<file path="config.mk">
export PLATFORM = sky130hd
export DESIGN_NAME = dmem_access_arbiter_flat
export DESIGN_NICKNAME = d
export VERILOG_FILES = /design/src/rtl/dmem_access_arbiter_if.sv /design/src/rtl/dmem_access_arbiter.sv /design/src/flat_wrapper.sv
export SDC_FILE = /design/constraint.sdc
export NUM_CORES = 1
export LEC_CHECK = 0
export ABC_AREA = 1
export CAP_MARGIN = 20
export CORE_AREA = 2 2 120 122
export CTS_BUF_LIST = sky130_fd_sc_hd__clkbuf_16
export CTS_CLUSTER_SIZE = 12
export DETAILED_ROUTE_END_ITERATION = 10
export DIE_AREA = 0 0 122 124
export PLACE_DENSITY = 0.74
export SYNTH_ARGS = -nofsm -noshare
export SYNTH_HDL_FRONTEND = slang
export SYNTH_SLANG_ARGS = --single-unit
</file>
<file path="constraint.sdc">
create_clock -name clk -period 2.11 [get_ports clk]
set_clock_uncertainty 0.2 [all_clocks]
set_input_delay 0.5275 -clock clk [delete_from_list [all_inputs] [get_ports clk]]
set_output_delay 0.5275 -clock clk [all_outputs]
set_load 0.03 [all_outputs]
</file>
<file path="src/rtl/dmem_access_arbiter_if.sv">
// dmem_access_arbiter_if: CPU, loader and memory-port signals of the data memory arbiter
interface dmem_access_arbiter_if #(
  parameter int ADDR_W = 30
);
  logic              cpu_req;
  logic              cpu_we;
  logic [31:0]       cpu_addr;
  logic [1:0]        cpu_size;
  logic              cpu_unsigned;
  logic [31:0]       cpu_wdata;
  logic              cpu_gnt;
  logic              cpu_rvalid;
  logic [31:0]       cpu_rdata;
  logic              cpu_misalign;
  logic              ldr_req;
  logic              ldr_we;
  logic              ldr_lock;
  logic [ADDR_W-1:0] ldr_addr;
  logic [31:0]       ldr_wdata;
  logic              ldr_gnt;
  logic              ldr_rvalid;
  logic [31:0]       ldr_rdata;
  logic              mem_read;
  logic              mem_write;
  logic [ADDR_W-1:0] mem_address;
  logic [3:0]        mem_maskByte;
  logic [31:0]       mem_write_data;
  logic [31:0]       mem_read_data;
  modport slave (
    input  cpu_req, cpu_we, cpu_addr, cpu_size, cpu_unsigned, cpu_wdata,
    output cpu_gnt, cpu_rvalid, cpu_rdata, cpu_misalign,
    input  ldr_req, ldr_we, ldr_lock, ldr_addr, ldr_wdata,
    output ldr_gnt, ldr_rvalid, ldr_rdata,
    output mem_read, mem_write, mem_address, mem_maskByte, mem_write_data,
    input  mem_read_data
  );
  modport master (
    output cpu_req, cpu_we, cpu_addr, cpu_size, cpu_unsigned, cpu_wdata,
    input  cpu_gnt, cpu_rvalid, cpu_rdata, cpu_misalign,
    output ldr_req, ldr_we, ldr_lock, ldr_addr, ldr_wdata,
    input  ldr_gnt, ldr_rvalid, ldr_rdata,
    input  mem_read, mem_write, mem_address, mem_maskByte, mem_write_data,
    output mem_read_data
  );
endinterface

</file>
<file path="src/rtl/dmem_access_arbiter.sv">
// dmem_access_arbiter: arbitrates the data memory port between CPU and loader with lane masking and load extension
module dmem_access_arbiter #(
  parameter int ADDR_W     = 30,
  parameter int STARVE_MAX = 4
) (
  input logic                clk,
  input logic                rst,
  dmem_access_arbiter_if.slave bus
);
  localparam int SW = $clog2(STARVE_MAX + 1);
  typedef enum logic {ARB, LOCKED} state_t;
  state_t        state_q, state_d;
  logic [SW-1:0] starve_q, starve_d;
  logic          cpu_rv_q, mis_q, uns_q, ldr_rv_q;
  logic [1:0]    off_q, size_q;
  logic [31:0]   word_q;
  logic [1:0]    off;
  logic [3:0]    cpu_mask;
  logic          mis, lock_hold, cpu_gnt, ldr_gnt, cpu_go, mem_rd, mem_wr;
  logic [7:0]    byte_v;
  logic [15:0]   half_v;
  logic [31:0]   ext;
  // arbitration, next state, alignment decode and memory port drive
  always_comb begin
    off       = bus.cpu_addr[1:0];
    cpu_mask  = bus.cpu_size == 2'b00 ? 4'b0001 << off :
                bus.cpu_size == 2'b01 ? (off == 2'd0 ? 4'b0011 : off == 2'd2 ? 4'b1100 : 4'b0000) :
                (bus.cpu_size == 2'b10 && off == 2'd0) ? 4'b1111 : 4'b0000;
    mis       = cpu_mask == 4'b0000;
    lock_hold = state_q == LOCKED && bus.ldr_lock;
    ldr_gnt   = rst && bus.ldr_req && (lock_hold || !bus.cpu_req || starve_q == SW'(STARVE_MAX));
    cpu_gnt   = rst && bus.cpu_req && !lock_hold && !ldr_gnt;
    cpu_go    = cpu_gnt && !mis;
    mem_rd    = (cpu_go && !bus.cpu_we) || (ldr_gnt && !bus.ldr_we);
    mem_wr    = (cpu_go && bus.cpu_we) || (ldr_gnt && bus.ldr_we);
    state_d   = ((ldr_gnt && bus.ldr_lock) || lock_hold) ? LOCKED : ARB;
    starve_d  = (ldr_gnt || !bus.ldr_req) ? '0 :
                (cpu_gnt && starve_q != SW'(STARVE_MAX)) ? starve_q + 1'b1 : starve_q;
  end
  assign bus.cpu_gnt        = cpu_gnt;
  assign bus.ldr_gnt        = ldr_gnt;
  assign bus.mem_read       = mem_rd;
  assign bus.mem_write      = mem_wr;
  assign bus.mem_address    = cpu_go ? bus.cpu_addr[ADDR_W+1:2] : ldr_gnt ? bus.ldr_addr : '0;
  assign bus.mem_maskByte   = cpu_go ? cpu_mask : ldr_gnt ? 4'b1111 : 4'b0000;
  assign bus.mem_write_data = cpu_go ? bus.cpu_wdata : ldr_gnt ? bus.ldr_wdata : '0;
  // ownership state and loader starvation counter
  always_ff @(posedge clk or negedge rst) begin
    if (!rst) begin
      state_q  <= ARB;
      starve_q <= '0;
    end else begin
      state_q  <= state_d;
      starve_q <= starve_d;
    end
  end
  // capture the read word and response context on the grant edge
  always_ff @(posedge clk or negedge rst) begin
    if (!rst) begin
      cpu_rv_q <= 1'b0;
      mis_q    <= 1'b0;
      uns_q    <= 1'b0;
      ldr_rv_q <= 1'b0;
      off_q    <= '0;
      size_q   <= '0;
      word_q   <= '0;
    end else begin
      cpu_rv_q <= cpu_gnt && (mis || !bus.cpu_we);
      mis_q    <= cpu_gnt && mis;
      uns_q    <= bus.cpu_unsigned;
      ldr_rv_q <= ldr_gnt && !bus.ldr_we;
      off_q    <= off;
      size_q   <= bus.cpu_size;
      word_q   <= mem_rd ? bus.mem_read_data : word_q;
    end
  end
  // lane extraction and sign/zero extension of the captured word
  always_comb begin
    byte_v = word_q[8*off_q +: 8];
    half_v = word_q[16*off_q[1] +: 16];
    ext    = size_q == 2'b00 ? {{24{~uns_q & byte_v[7]}}, byte_v} :
             size_q == 2'b01 ? {{16{~uns_q & half_v[15]}}, half_v} : word_q;
  end
  assign bus.cpu_rvalid   = cpu_rv_q;
  assign bus.cpu_misalign = mis_q;
  assign bus.cpu_rdata    = (cpu_rv_q && !mis_q) ? ext : '0;
  assign bus.ldr_rvalid   = ldr_rv_q;
  assign bus.ldr_rdata    = ldr_rv_q ? word_q : '0;
endmodule

</file>
<file path="src/flat_wrapper.sv">
// flat-port wrapper written by rule: the top's interface ports become plain ports
module dmem_access_arbiter_flat 
#(
  parameter int ADDR_W     = 30,
  parameter int STARVE_MAX = 4
)
  (clk, rst, bus_cpu_req, bus_cpu_we, bus_cpu_addr, bus_cpu_size, bus_cpu_unsigned, bus_cpu_wdata, bus_cpu_gnt, bus_cpu_rvalid, bus_cpu_rdata, bus_cpu_misalign, bus_ldr_req, bus_ldr_we, bus_ldr_lock, bus_ldr_addr, bus_ldr_wdata, bus_ldr_gnt, bus_ldr_rvalid, bus_ldr_rdata, bus_mem_read, bus_mem_write, bus_mem_address, bus_mem_maskByte, bus_mem_write_data, bus_mem_read_data);
  dmem_access_arbiter_if #(.ADDR_W(ADDR_W)) bus_i ();
  input logic clk;
  input logic rst;
  input wire logic [$bits(bus_i.cpu_req)-1:0] bus_cpu_req;
  input wire logic [$bits(bus_i.cpu_we)-1:0] bus_cpu_we;
  input wire logic [$bits(bus_i.cpu_addr)-1:0] bus_cpu_addr;
  input wire logic [$bits(bus_i.cpu_size)-1:0] bus_cpu_size;
  input wire logic [$bits(bus_i.cpu_unsigned)-1:0] bus_cpu_unsigned;
  input wire logic [$bits(bus_i.cpu_wdata)-1:0] bus_cpu_wdata;
  output wire logic [$bits(bus_i.cpu_gnt)-1:0] bus_cpu_gnt;
  output wire logic [$bits(bus_i.cpu_rvalid)-1:0] bus_cpu_rvalid;
  output wire logic [$bits(bus_i.cpu_rdata)-1:0] bus_cpu_rdata;
  output wire logic [$bits(bus_i.cpu_misalign)-1:0] bus_cpu_misalign;
  input wire logic [$bits(bus_i.ldr_req)-1:0] bus_ldr_req;
  input wire logic [$bits(bus_i.ldr_we)-1:0] bus_ldr_we;
  input wire logic [$bits(bus_i.ldr_lock)-1:0] bus_ldr_lock;
  input wire logic [$bits(bus_i.ldr_addr)-1:0] bus_ldr_addr;
  input wire logic [$bits(bus_i.ldr_wdata)-1:0] bus_ldr_wdata;
  output wire logic [$bits(bus_i.ldr_gnt)-1:0] bus_ldr_gnt;
  output wire logic [$bits(bus_i.ldr_rvalid)-1:0] bus_ldr_rvalid;
  output wire logic [$bits(bus_i.ldr_rdata)-1:0] bus_ldr_rdata;
  output wire logic [$bits(bus_i.mem_read)-1:0] bus_mem_read;
  output wire logic [$bits(bus_i.mem_write)-1:0] bus_mem_write;
  output wire logic [$bits(bus_i.mem_address)-1:0] bus_mem_address;
  output wire logic [$bits(bus_i.mem_maskByte)-1:0] bus_mem_maskByte;
  output wire logic [$bits(bus_i.mem_write_data)-1:0] bus_mem_write_data;
  input wire logic [$bits(bus_i.mem_read_data)-1:0] bus_mem_read_data;
  assign bus_i.cpu_req = bus_cpu_req;
  assign bus_i.cpu_we = bus_cpu_we;
  assign bus_i.cpu_addr = bus_cpu_addr;
  assign bus_i.cpu_size = bus_cpu_size;
  assign bus_i.cpu_unsigned = bus_cpu_unsigned;
  assign bus_i.cpu_wdata = bus_cpu_wdata;
  assign bus_cpu_gnt = bus_i.cpu_gnt;
  assign bus_cpu_rvalid = bus_i.cpu_rvalid;
  assign bus_cpu_rdata = bus_i.cpu_rdata;
  assign bus_cpu_misalign = bus_i.cpu_misalign;
  assign bus_i.ldr_req = bus_ldr_req;
  assign bus_i.ldr_we = bus_ldr_we;
  assign bus_i.ldr_lock = bus_ldr_lock;
  assign bus_i.ldr_addr = bus_ldr_addr;
  assign bus_i.ldr_wdata = bus_ldr_wdata;
  assign bus_ldr_gnt = bus_i.ldr_gnt;
  assign bus_ldr_rvalid = bus_i.ldr_rvalid;
  assign bus_ldr_rdata = bus_i.ldr_rdata;
  assign bus_mem_read = bus_i.mem_read;
  assign bus_mem_write = bus_i.mem_write;
  assign bus_mem_address = bus_i.mem_address;
  assign bus_mem_maskByte = bus_i.mem_maskByte;
  assign bus_mem_write_data = bus_i.mem_write_data;
  assign bus_i.mem_read_data = bus_mem_read_data;
  dmem_access_arbiter #(.ADDR_W(ADDR_W), .STARVE_MAX(STARVE_MAX)) u_core (.clk(clk), .rst(rst), .bus(bus_i));
endmodule
</file>
# After elaboration in Yosys (flattened, before gate mapping)
# Index checks and enable logic that the tools add are counted.
[classes] n_addsub=1 n_eq_ne=6 shifts=3 n_mux=18 n_bitwise=3 reduce_logical=37
[ops] op="$mux W32" count=6
[ops] op="$mux W30" count=2
[ops] op="$shiftx A32 B6 Y16" count=1
[ops] op="$shiftx A32 B6 Y8" count=1
[ops] op="$mux W4" count=7
[ops] op="$logic_and A1 B1 Y1" count=17
[ops] op="$logic_not A1 Y1" count=8
[ops] op="$logic_or A1 B1 Y1" count=7
[ops] op="$logic_not A2 Y1" count=3
[ops] op="$mux W3" count=2
[ops] op="$eq A2 B1 Y1 const B" count=2
[ops] op="$eq A2 B2 Y1 const B" count=2
[ops] op="$logic_not A4 Y1" count=1
[ops] op="$shl A1 B2 Y4 const A" count=1
[ops] op="$add A3 B1 Y3 const B" count=1
[ops] op="$eq A3 B3 Y1 const B" count=1
[ops] op="$ne A3 B3 Y1 const B" count=1
[ops] op="$and A1 B1 Y1" count=2
[ops] op="$reduce_bool A2 Y1" count=1
[ops] op="$mux W1" count=1
[ops] op="$not A1 Y1" count=1
[totals] reg_bits=44 inputBits=168 out_inout_bits=137 word_cells=77

# Depth between registers and ports, before layout
# Gate-level depths: netlist of the first run.
[depth] depth_word=10 depth_mapped=11 mapped_depth_nobuf=10

# Worst setup path after synthesis of the first run
# Ideal clock, no wire load.
[synth_path] path_type="register -> output" from="reg u_core.starve_q[0]" to="out bus_mem_maskByte[3]" t_arrival_ns=1.911 required_ns=1.382 setup_slack_ns=-0.528 path_stages_with_launch=9 n_path_buf=1 cell_sequence="dfrtp_1 > inv_1 > ha_1 > nand2_1 > nand3_2 > a21oi_2 > buf_4 > nand2_1 > o21ai_0"
[synth_via] elab_chain_cells=7 word_cells_on_any_way=8 cone_classes="1 x eq/ne; 2 x mux; 5 x reduce/logical"
[synth_lines] element="from (decl)" line="dmem_access_arbiter.sv:13" text="logic [SW-1:0] starve_q, starve_d;"
[synth_lines] element="from (signal assigned)" line="dmem_access_arbiter.sv:54" text="starve_q <= starve_d;"
[synth_lines] element="$eq A3 B3 Y1 *" line="dmem_access_arbiter.sv:31" text="ldr_gnt = rst && bus.ldr_req && (lock_hold || !bus.cpu_req || starve_q == SW'(STARVE_MAX));"
[synth_lines] element="$logic_or A1 B1 Y1 *" line="dmem_access_arbiter.sv:31"
[synth_lines] element="$logic_and A1 B1 Y1 *" line="dmem_access_arbiter.sv:31"
[synth_lines] element="$logic_not A1 Y1" line="dmem_access_arbiter.sv:32" text="cpu_gnt = rst && bus.cpu_req && !lock_hold && !ldr_gnt;"
[synth_lines] element="$logic_and A1 B1 Y1" line="dmem_access_arbiter.sv:32"
[synth_lines] element="$logic_and A1 B1 Y1" line="dmem_access_arbiter.sv:33" text="cpu_go = cpu_gnt && !mis;"
[synth_lines] element="$mux W4 *" line="dmem_access_arbiter.sv:45" text="assign bus.mem_maskByte = cpu_go ? cpu_mask : ldr_gnt ? 4'b1111 : 4'b0000;"
[synth_lines] element="to (decl)" line="flat_wrapper.sv:32" text="output wire logic [$bits(bus_i.mem_maskByte)-1:0] bus_mem_maskByte;"
# Every way passes the cells marked *; elsewhere a longest branch is shown, timed or not.

# Worst setup path in the final report of the first run
[layout_path] from="reg u_core.starve_q[1]" to="out bus_mem_write_data[31]"
[layout_via] elab_chain_cells=7 word_cells_on_any_way=8 cone_classes="1 x eq/ne; 2 x mux; 5 x reduce/logical"
[layout_lines] element="$eq A3 B3 Y1 *" line="dmem_access_arbiter.sv:31"
[layout_lines] element="$logic_or A1 B1 Y1 *" line="dmem_access_arbiter.sv:31"
[layout_lines] element="$logic_and A1 B1 Y1 *" line="dmem_access_arbiter.sv:31"
[layout_lines] element="$logic_not A1 Y1" line="dmem_access_arbiter.sv:32"
[layout_lines] element="$logic_and A1 B1 Y1" line="dmem_access_arbiter.sv:32"
[layout_lines] element="$logic_and A1 B1 Y1" line="dmem_access_arbiter.sv:33"
[layout_lines] element="$mux W32 *" line="dmem_access_arbiter.sv:46" text="assign bus.mem_write_data = cpu_go ? bus.cpu_wdata : ldr_gnt ? bus.ldr_wdata : '0;"
[layout_lines] element="to (decl)" line="flat_wrapper.sv:33" text="output wire logic [$bits(bus_i.mem_write_data)-1:0] bus_mem_write_data;"
# Marks and branches as above.

==> results of run 1 <==
report_power, final:
group	internal [mW]	switching [mW]	total, mW
Sequential	1.00	0.257	1.26
Clock	0.431	0.329	0.760
Combinational	1.23	1.34	2.58
Total	2.67	1.93	4.60
cells in the final DEF (no fill, tap or decap), types with 10 or more instances in the layout:
| cell type | netlist | final |
|---|---|---|
| nand2_1 | 266 | 187 |
| clkdlybuf4s50_1 | 0 | 160 |
| buf_6 | 12 | 108 |
| buf_4 | 13 | 92 |
| nand3_1 | 103 | 76 |
| nand2_2 | 6 | 64 |
| inv_1 | 80 | 61 |
| dfrtp_1 | 44 | 42 |
| buf_12 | 0 | 35 |
| nor2_4 | 1 | 28 |
| o21ai_2 | 0 | 25 |
| inv_2 | 3 | 22 |
| nand2_4 | 1 | 20 |
| nor2_1 | 50 | 19 |
| nand3_2 | 1 | 17 |
| buf_8 | 0 | 13 |
| nand3_4 | 1 | 12 |
| a21oi_2 | 1 | 12 |
| o21ai_4 | 0 | 10 |
what timing repair did:
action,4_1_cts,5_1_grt
pin swaps,48,45
buffers inserted,27,12
setup endpoints to repair,134,135
cloned,11,5
gates resized for setup,253,110
cell families after synthesis:
kind of cell | after synthesis
AOI/OAI and AO/OA | 87
xor gates and xnor gates | 1
adders and majority gates | 2
buffers and inverters | 131
DFF | 44
and+or+nand+nor | 432
synthesized netlist by cell type:
library cell,instances
buf_4,13
nor2_2,3
a21oi_2,1
nor2_1,50
clkbuf_1,9
a211oi_1,3
o21a_1,2
o21ai_0,35
inv_1,80
o31ai_1,1
dfrtp_1,44
o22ai_1,1
nand2_1,266
inv_2,3
nand3_2,1
nand3_4,1
nand3_1,103
nand2_2,6
ha_1,2
nand2_4,1
a31oi_1,1
o211ai_1,5
buf_2,14
nor2_4,1
xnor2_1,1
a21oi_1,24
buf_6,12
o21ai_1,14
through the flow:
stage,total power [mW],utilization (%),area [µm²]
6_report,4.596,72.82,9991
2_1_floorplan,2.178,-,4564
3_3_place_gp,3.134,58.81,8069
4_1_cts,4.292,69.35,9514
3_5_place_dp,3.155,58.81,8069
5_1_grt,4.793,72.82,9991
state kept, by name (all words and copies together) (netlist names):
register and flops:
u_core.state_q 1, u_core.off_q 2, u_core.bus.ldr_rvalid 1, u_core.bus.cpu_rvalid 1, u_core.size_q 2, u_core.starve_q 3
u_core.uns_q 1, u_core.word_q 32, u_core.bus.cpu_misalign 1
per-layer routing:
layer | vias up | GRT usage [%] | routed length (µm)
li1 | 2958 | - | -
met1 | 2987 | 31.98 | 8236
met2 | 377 | 53.49 | 12810
met3 | 82 | 5.861 | 2047
met4 | 2 | 13.43 | 1163
met5 | - | 0 | 13
layout make-up:
class                           instances  area [µm²]  area share (%)
Multi-Input combinational cell        522        3458           34.61
Sequential cell                        44        1104           11.05
Clock inverter                          3       15.01          0.1503
Inverter                               83       319.1           3.193
Timing Repair Buffer                  427        4745           47.49
Clock buffer                            5       125.1           1.252
Tap cell                              180       225.2           2.254
path summary, 6_finish.rpt:
path                                     from                endpoint  depth (start not counted)
max in group asynchronous                 rst         u_core.off_q[1]                          2
max                        u_core.starve_q[1]  bus_mem_write_data[31]                         11
min in group clk                 bus_ldr_lock          u_core.state_q                          3
min                                       rst      u_core.starve_q[2]                          2
min reg2reg                  u_core.word_q[0]        u_core.word_q[0]                          2
max reg2reg                u_core.starve_q[1]       u_core.word_q[23]                         13
==> key figures, run 1 <==
Setup path
  – Worst-path fanout max: 5
  – Kind of critical path: register to primary output
  – Worst path required time: 1380 ps
  – CP Cell Sequence: inv_2 -> ha_4 -> nand2_4 -> nand3_4 -> a21oi_4 -> buf_12 -> buf_16 -> buf_8 -> nand3_2 -> nand2_2 -> buf_6
  – Slowest cell on crit path: dfrtp_1
  – FF-to-FF setup slack: approximately 40 ps
  – CP Capture Type: primary output
  – Worst Path Arrival: roughly 1900 ps
  – CP startpoint kind: register
  – Buf/Inv on CP: 5
  – Delay-heaviest family, CP: buffers and inverters
  – Max incr delay on CP: around 370 ps

Floorplanning
  – Die H: about 120 µm
  – Starting Density: 29.59%
  – IO Count: approximately 300
  – Row count: 43
  – Core box area: 13720 µm²
  – Die Wd: 122 µm
  – Die footprint: 15130 µm²

Placement
  – DP HPWL: about 16 mm
  – Worst slack, placed: -766.0 ps
  – Placer Congestion: 0.9241
  – Dpl cells: 1211
  – Port bufs: 304

STA
  – Fin worst setup slack: -492.6 ps
  – Fin crit share: 123.3%
  – Slew Viols, Final: 0
  – Hold Slack: 18.11 ps
  – Fin crit period: 2603 ps
  – Final Hold Fails: 0
  – Slew HR: between 60 and 70%
  – Setup repair after global routing missed its margin: yes
  – Least-Margin Pin Slew: roughly 520 ps
  – Final setup vio count: 102
  – FMAX: 0.3842 GHz
  – Setup TNS: -45060 ps

Layout
  – Non-filler instance count after layout: between 1000 and 1500
  – NumNets Final: around 1300
  – Fillers: 987
  – Area grow syn2layout: 146.1%
  – Share of cells above drive strength 1: 46.86%
  – Diodes inserted: 0

Run status
  – Status: finished with violations
  – Failing checks: negative setup slack

Synthesis
  – Synth top area cells: dfrtp_1 27%, nand2_1 25%, nand3_1 13%
  – Synth top area share: between 20% and 30%
  – Post-synth top area cell: dfrtp_1
  – FF+latch count, synth: 44
  – Synth cell types: 28
  – Cells after Synth: around 700
  – Mux share of post-synthesis cell area: 0%
  – XOR/XNOR Fraction of Synth Area: 0.2157%
  – Syn Area/Cell: 5.825 µm²
  – Compound-Gate Fraction of Synth Area: a little under an eighth
  – Synthesized net count: 867
  – Post-Synth Simple-Gate Area: 44.53%
  – Mapped Area: just over 4000 µm²
  – Sequential share of the synthesized area: 27.12%
  – Combinational family with the most area after synthesis: simple AND/OR/NAND/NOR gates
  – Post-synthesis adder-cell area fraction: 0.6163%
  – Yosys warning count: 0

Clocking
  – Clk root buf: clkbuf_16
  – H-tree levels: 2
  – Clk sinks: 44
  – Clock Tree Buf Depth: 2
  – CTS tree: built
  – Clk slew on worst S/H paths: ~60 ps
  – # hold bufs at CTS: 0
  – Inserted Clock Buffers: 5
  – Clock Latency Late Sink: 280 ps

Hold path
  – HP Class: input pin to async pin

Global route
  – First-pass GRT wire length: between 30 and 40 mm
  – Vias in the first global route: 6130
  – Initial antenna violation count: 1
  – Total GRT Usage: 29.02%
  – Largest net degree at the start of global routing: 40
  – GRT Residual Overflow: 0

Run
  – Number of max-cap violations: 0

Route
  – Antenna viol nets, final: 0
  – Post-Route WL: around 24 mm
  – DR vias: 6406
  – DR DRC count: 0
  – Via/cell ratio: roughly 5.1
  – Avg WL per Cell: approximately 19 µm
  – TritonRoute pass-1 iters: 5
  – DR iter-0 viols: 630

Pwr
  – VDD IR-drop max: 0.0004156 V
  – PwrDens: 460.0 nW/µm²
  – Leakage: 4.824 nW
Note: power is estimated with default switching activity, not from simulation.
==> run 2: changes to the inputs <==
PLACE_DENSITY = 0.84   (was 0.74)
==> key figures, run 2 (same netlist as run 1, synthesis figures left out) <==
Hold path
  – HP Class: input pin to register
  – Hold Path End: u_core.size_q[0]
  – Hold depth: 1
  – Hold Crit Start: bus_cpu_size[0]

Run
  – Number of max-cap violations: 0 (unchanged)

Route
  – Post-Route WL: 25.58 mm (+5.4%)
  – DR vias: 6736 (+5.2%)
  – DR DRC count: 0 (unchanged)
  – Avg WL per Cell: 20.19 µm (+5.1%)
  – Antenna viol nets, final: 0 (unchanged)
  – DR iter-0 viols: 608 (-3.5%)
  – TritonRoute pass-1 iters: 6 (+1)
  – Via/cell ratio: 5.316 (+4.9%)

STA
  – FMAX: 0.3656 GHz (-4.9%)
  – Least-Margin Pin Slew: 588.5 ps (+70.60 ps)
  – Final setup vio count: 102 (unchanged)
  – Slew Viols, Final: 0 (unchanged)
  – Setup repair after global routing missed its margin: yes
  – Fin worst setup slack: -625.4 ps (-132.7 ps)
  – Slew HR: 60.76% (-4.7 points)
  – Hold Slack: 228.4 ps (+210.3 ps)
  – Setup TNS: -49480 ps (-4420 ps)
  – Fin crit share: 129.6% (+6.3 points)
  – Final Hold Fails: 0 (unchanged)
  – Fin crit period: 2735 ps (+132.7 ps)

Global route
  – Vias in the first global route: 6636 (+8.3%)
  – First-pass GRT wire length: 35.32 mm (+5.7%)
  – Initial antenna violation count: 0 (-1)
  – Total GRT Usage: 30.36% (+1.3 points)
  – Largest net degree at the start of global routing: 46 (+15%)
  – GRT Residual Overflow: 0 (unchanged)

Pwr
  – Internal power: 2.806 mW (+5.3%)
  – Comb power frac: 54.9% (-1.2 points)
  – Leakage: 4.869 nW (+0.95%)
  – VDD IR-drop max: 0.0004281 V (+3.0%)
  – Clk pwr share: 19.0% (+2.5 points)
  – PwrDens: 463.8 nW/µm² (+0.84%)
  – Sw Ratio: 41.05% (-0.96 points)
  – P_sw: 1.954 mW (+1.2%)
  – Overall power after layout: 4.760 mW (+3.6%)
  – Seq pwr share: 26.1% (-1.3 points)

Floorplanning
  – Die H: 124 µm (unchanged)
  – Row count: 43 (unchanged)
  – Core box area: 13720 µm² (unchanged)
  – IO Count: 305 (unchanged)
  – Die Wd: 122 µm (unchanged)
  – Die footprint: 15130 µm² (unchanged)
  – Starting Density: 29.59% (unchanged)

Layout
  – Most frequent cells in the layout: 171 x nand2_1, 160 x clkdlybuf4s50_1, 105 x buf_6
  – Reg area: 1105 µm² (+0.11%)
  – Share of cells above drive strength 1: 47.38% (+0.51 points)
  – NumNets Final: 1256 (+0.24%)
  – Largest Register: u_core.word_q
  – Area of the multi-input gates: 3563 µm² (+3.0%)
  – Most common library cell in the layout ignoring fill and taps: nand2_1
  – Area grow syn2layout: 152.8%
  – Biggest regs: u_core.word_q x32, u_core.starve_q x3
  – Non-filler instance count after layout: 1267 (+0.24%)
  – Max reg flops: 32 (unchanged)
  – Fin util: 74.81% (+2.0 points)
  – Diodes inserted: 0 (unchanged)
  – Fillers: 906 (-8.2%)

Setup path
  – Worst setup path start: u_core.size_q[1]
  – Worst Path Arrival: 2010 ps (+130 ps)
  – CP startpoint kind: register
  – FF-to-FF setup slack: 20 ps (-20 ps)
  – FF-to-FF Start: u_core.starve_q[0]
  – FF-to-FF End: u_core.word_q[16]
  – CP Capture Type: primary output
  – Length in cells of the worst reg-to-reg path: 12 (-1)
  – Worst-path fanout max: 8 (+3)
  – Worst path required time: 1380 ps (about the same)
  – Kind of critical path: register to primary output

Placement
  – Placer Congestion: 0.9441 (+2.2%)
  – Dpl cells: 1196 (-1.2%)
  – DP HPWL: 15.29 mm (-7.2%)
  – Port bufs: 304 (unchanged)

Clocking
  – CTS tree: built
  – Clk slew on worst S/H paths: 60 ps (about the same)
  – Clk sinks: 44 (unchanged)
  – Inserted Clock Buffers: 5 (unchanged)
  – Clock Latency Late Sink: 290 ps (about the same)
  – Clock Tree Buf Depth: 2 (unchanged)
  – Clk root buf: clkbuf_16
  – H-tree levels: 2 (unchanged)

Run status
  – Failing checks: negative setup slack
  – Status: finished with violations
[run 2: stage by stage]
step	instance area, µm²	setup slack (ps)
3_3_place_gp	7931	-767.7
4_1_cts	9778	-595.3
5_1_grt	10260	-707.5
6_report	10260	-625.4
2_1_floorplan	4564	-180.1
3_5_place_dp	7931	-794.7
[run 2: timing repair]
action                                 4_1_cts  5_1_grt
cloned                                      19        3
setup endpoints to repair                  135      135
resized for setup                          258       99
pin swaps                                   54       36
endpoints found under the hold margin        1        0
buffers inserted                            33       16
hold buffers                                 1        0
[run 2: layer usage]
metal	track usage (%)	routed length (µm)	share of wire, %	vias to the layer above
li1	-	-	-	2979
met1	31.50	8246	32	3162
met2	57.05	13600	53	465
met3	6.868	2260	8.8	130
met4	15.66	1469	5.7	0
met5	0	0	0	-
[run 2: power groups by stage]
| stage | sequential, mW | clock (mW) | combinational [mW] |
|---|---|---|---|
| 3_3_place_gp | 1.21 | 0 | 1.87 |
| 4_1_cts | 1.21 | 0.907 | 2.37 |
| 5_1_grt | 1.25 | 0.945 | 2.75 |
| 3_5_place_dp | 1.22 | 0 | 1.90 |
| 2_1_floorplan | 1.14 | 0 | 1.04 |
| 6_report | 1.24 | 0.904 | 2.61 |
[run 2: area by class of cell]
cell class	instances	area share, %
Timing Repair Buffer	428	47.42
Multi-Input combinational cell	523	34.72
Sequential cell	44	10.76
Inverter	83	3.194
Tap cell	180	2.194
Clock buffer	5	1.219
Clock inverter	3	0.4145
Timing Repair inverter	1	0.07314
[run 2: critical path: stages (launching register included)]
cell and delay (ps):
dfrtp_2 440, nor2_4 170, buf_6 130, nand2_8 90, buf_12 150, o21ai_0 360
a21oi_2 100, nor2_4 130, buf_6 140
[run 2: worst max-delay path by stage]
stage                                endpoint  cells after the start  slack (ps)
final                        bus_cpu_rdata[9]                      8        -630
after global routing         bus_cpu_rdata[9]                      8        -710
after CTS                 bus_mem_address[10]                     12        -600
after detailed placement        bus_mem_write                      7        -790
after global placement     bus_mem_address[6]                      8        -770
after floorplan           bus_mem_maskByte[3]                      8        -180
==> run 3: changes to the inputs <==
==> constraint.sdc (replaced) <==
create_clock -name clk -period 2.11 [get_ports clk]
set_clock_uncertainty 0.2 [all_clocks]
set_input_delay 0.211 -clock clk [delete_from_list [all_inputs] [get_ports clk]]
set_output_delay 0.211 -clock clk [all_outputs]
set_load 0.03 [all_outputs]
==> key figures, run 3 (same netlist as run 1, synthesis figures left out) <==
Layout
  – Max reg flops: 32 (unchanged)
  – NumNets Final: 1243 (-1.0%)
  – Area grow syn2layout: 138.6%
  – Most common library cell in the layout ignoring fill and taps: nand2_1
  – Largest Register: u_core.word_q
  – Most frequent cells in the layout: 202 x nand2_1, 164 x clkdlybuf4s50_1, 103 x buf_6
  – Share of cells above drive strength 1: 42.09% (-5.3 points)
  – Diodes inserted: 0 (unchanged)
  – Biggest regs: u_core.word_q x32, u_core.starve_q x3
  – Fin util: 70.61% (-4.2 points)
  – Final Cell Area: 9687 µm² (-5.6%)

Clocking
  – H-tree levels: 2 (unchanged)
  – Clk root buf: clkbuf_16
  – CTS tree: built
  – Clk sinks: 44 (unchanged)
  – Clock Latency Late Sink: 280 ps (about the same)
  – Clock Tree Buf Depth: 2 (unchanged)
  – Clk slew on worst S/H paths: 60 ps (about the same)
  – Inserted Clock Buffers: 5 (unchanged)

STA
  – Final Hold Fails: 0 (unchanged)
  – Fin crit period: 2447 ps (-288.5 ps)
  – Setup repair after global routing missed its margin: yes
  – Least-Margin Pin Slew: 459.3 ps (-129.3 ps)
  – Fin worst setup slack: -336.9 ps (+288.5 ps)
  – Slew HR: 69.25% (+8.5 points)
  – Fin crit share: 116.0% (-14 points)
  – Slew Viols, Final: 0 (unchanged)
  – FMAX: 0.4087 GHz (+12%)
  – Final setup vio count: 99 (-2.9%)
  – Hold Slack: 11.87 ps (-216.5 ps)

Placement
  – Dpl cell area: 7322 µm² (-7.7%)
  – Port bufs: 304 (unchanged)
  – DP HPWL: 15.29 mm (about the same)
  – Placer Congestion: 0.8967 (-5.0%)
  – Worst slack, placed: -155.3 ps (+639.4 ps)

Pwr
  – VDD IR-drop max: 0.0003034 V (-29%)
  – PwrDens: 476.7 nW/µm² (+2.8%)
  – Overall power after layout: 4.617 mW (-3.0%)
  – Leakage: 4.762 nW (-2.2%)

Global route
  – First-pass GRT wire length: 34.48 mm (-2.4%)
  – Total GRT Usage: 29.82% (-0.54 points)
  – Initial antenna violation count: 0 (unchanged)
  – Largest net degree at the start of global routing: 35 (-24%)
  – Vias in the first global route: 6186 (-6.8%)
  – GRT Residual Overflow: 0 (unchanged)

Setup path
  – Worst path required time: 1700 ps (+320 ps)
  – Worst Path Arrival: 2040 ps (+30 ps)
  – Worst-path fanout max: 7 (-1)
  – Kind of critical path: register to primary output
  – CP Cell Sequence: inv_2 -> nor2_1 -> o21ai_1 -> nand2_1 -> nand2_1 -> nand2_2 -> nand2_8 -> buf_6 -> buf_6 -> nor2_4 -> buf_12
  – Max incr delay on CP: 430 ps (about the same)
  – CP Capture Type: primary output
  – Slowest cell on crit path: dfrtp_2
  – CP startpoint kind: register

Floorplanning
  – Starting Density: 29.59% (unchanged)
  – Die Wd: 122 µm (unchanged)
  – Core box area: 13720 µm² (unchanged)
  – IO Count: 305 (unchanged)
  – Row count: 43 (unchanged)
  – Die H: 124 µm (unchanged)
  – Die footprint: 15130 µm² (unchanged)

Run status
  – Failing checks: negative setup slack
  – Status: finished with violations

Route
  – Antenna viol nets, final: 0 (unchanged)
  – DR DRC count: 0 (unchanged)
  – DR vias: 6727 (-0.13%)
  – Via/cell ratio: 5.364 (+0.90%)
  – TritonRoute pass-1 iters: 6 (unchanged)
  – Avg WL per Cell: 21.35 µm (+5.8%)
  – Post-Route WL: 26.77 mm (+4.7%)
  – DR iter-0 viols: 754 (+24%)

Run
  – Number of max-cap violations: 0 (unchanged)

Hold path
  – HP Class: input pin to register
-- run 3: cell count changes in the layout (fill, tap and decap cells not counted), sizes merged --
cell / delta
clkinv: +1
clkdlybuf4s50: +4
clkbuf: -2
buf: -16
clkinvlp: -1
nand2: +1
-- run 3: where the power goes --
group	total [mW]	switching [mW]	internal (mW)
Sequential	1.25	0.252	1.00
Combinational	2.48	1.32	1.16
Clock	0.886	0.334	0.553
-- run 3: final timing paths --
check / from / end / slack (ps) / cells past startpoint
setup / recovery: u_core.off_q[1] / bus_cpu_rdata[13] / -340 / 11
hold / removal: bus_cpu_addr[0] / u_core.off_q[0] / 10 / 2
setup reg to reg: u_core.starve_q[0] / u_core.word_q[8] / 20 / 14
hold reg to reg: u_core.word_q[3] / u_core.word_q[3] / 370 / 2
max in group asynchronous: rst / u_core.off_q[0] / 650 / 4
min in group asynchronous: rst / u_core.word_q[23] / 350 / 3
-- run 3: what timing repair did --
| action | 4_1_cts | 5_1_grt |
|---|---|---|
| endpoints found under the hold margin | 10 | 0 |
| hold buffers | 1 | 0 |
| resized for setup | 228 | 186 |
| buffers inserted | 28 | 24 |
| pin swaps | 49 | 84 |
| endpoints found under the setup margin | 100 | 133 |
| cloned | 18 | 5 |
-- run 3: metal layers --
layer | global-route usage [%] | wire length (µm) | part of all wire (%)
met4 | 13.43 | 1789 | 6.7
met1 | 30.48 | 8153 | 30
met5 | 0 | 0 | 0
met2 | 58.10 | 14200 | 53
met3 | 6.044 | 2634 | 9.8
-- run 3: final cells by class --
type | count | area (µm²)
timing repair buffer | 414 | 4692
multi-input combinational | 524 | 3168
sequential | 44 | 1105
timing repair inverter | 1 | 5.005
inverter | 83 | 327.8
tap | 180 | 225.2
fill | 972 | 4033
clock inverter | 3 | 38.79
clock buffer | 5 | 125.1
-- run 3: through the flow --
stage | TNS (ps) | instances
floorplan | -405.7 | 697
global placement | -3948 | 1180
detailed placement | -6282 | 1180
CTS | -9708 | 1234
global route | -26290 | 1254
finish | -17450 | 1254
-- run 3: critical path, delay by kind of cell, from the launching register on --
kind / cells / cell delay [ps]
simple gates: 6 / 740
buf+inv: 4 / 490
flops: 1 / 430
compound gates: 1 / 80
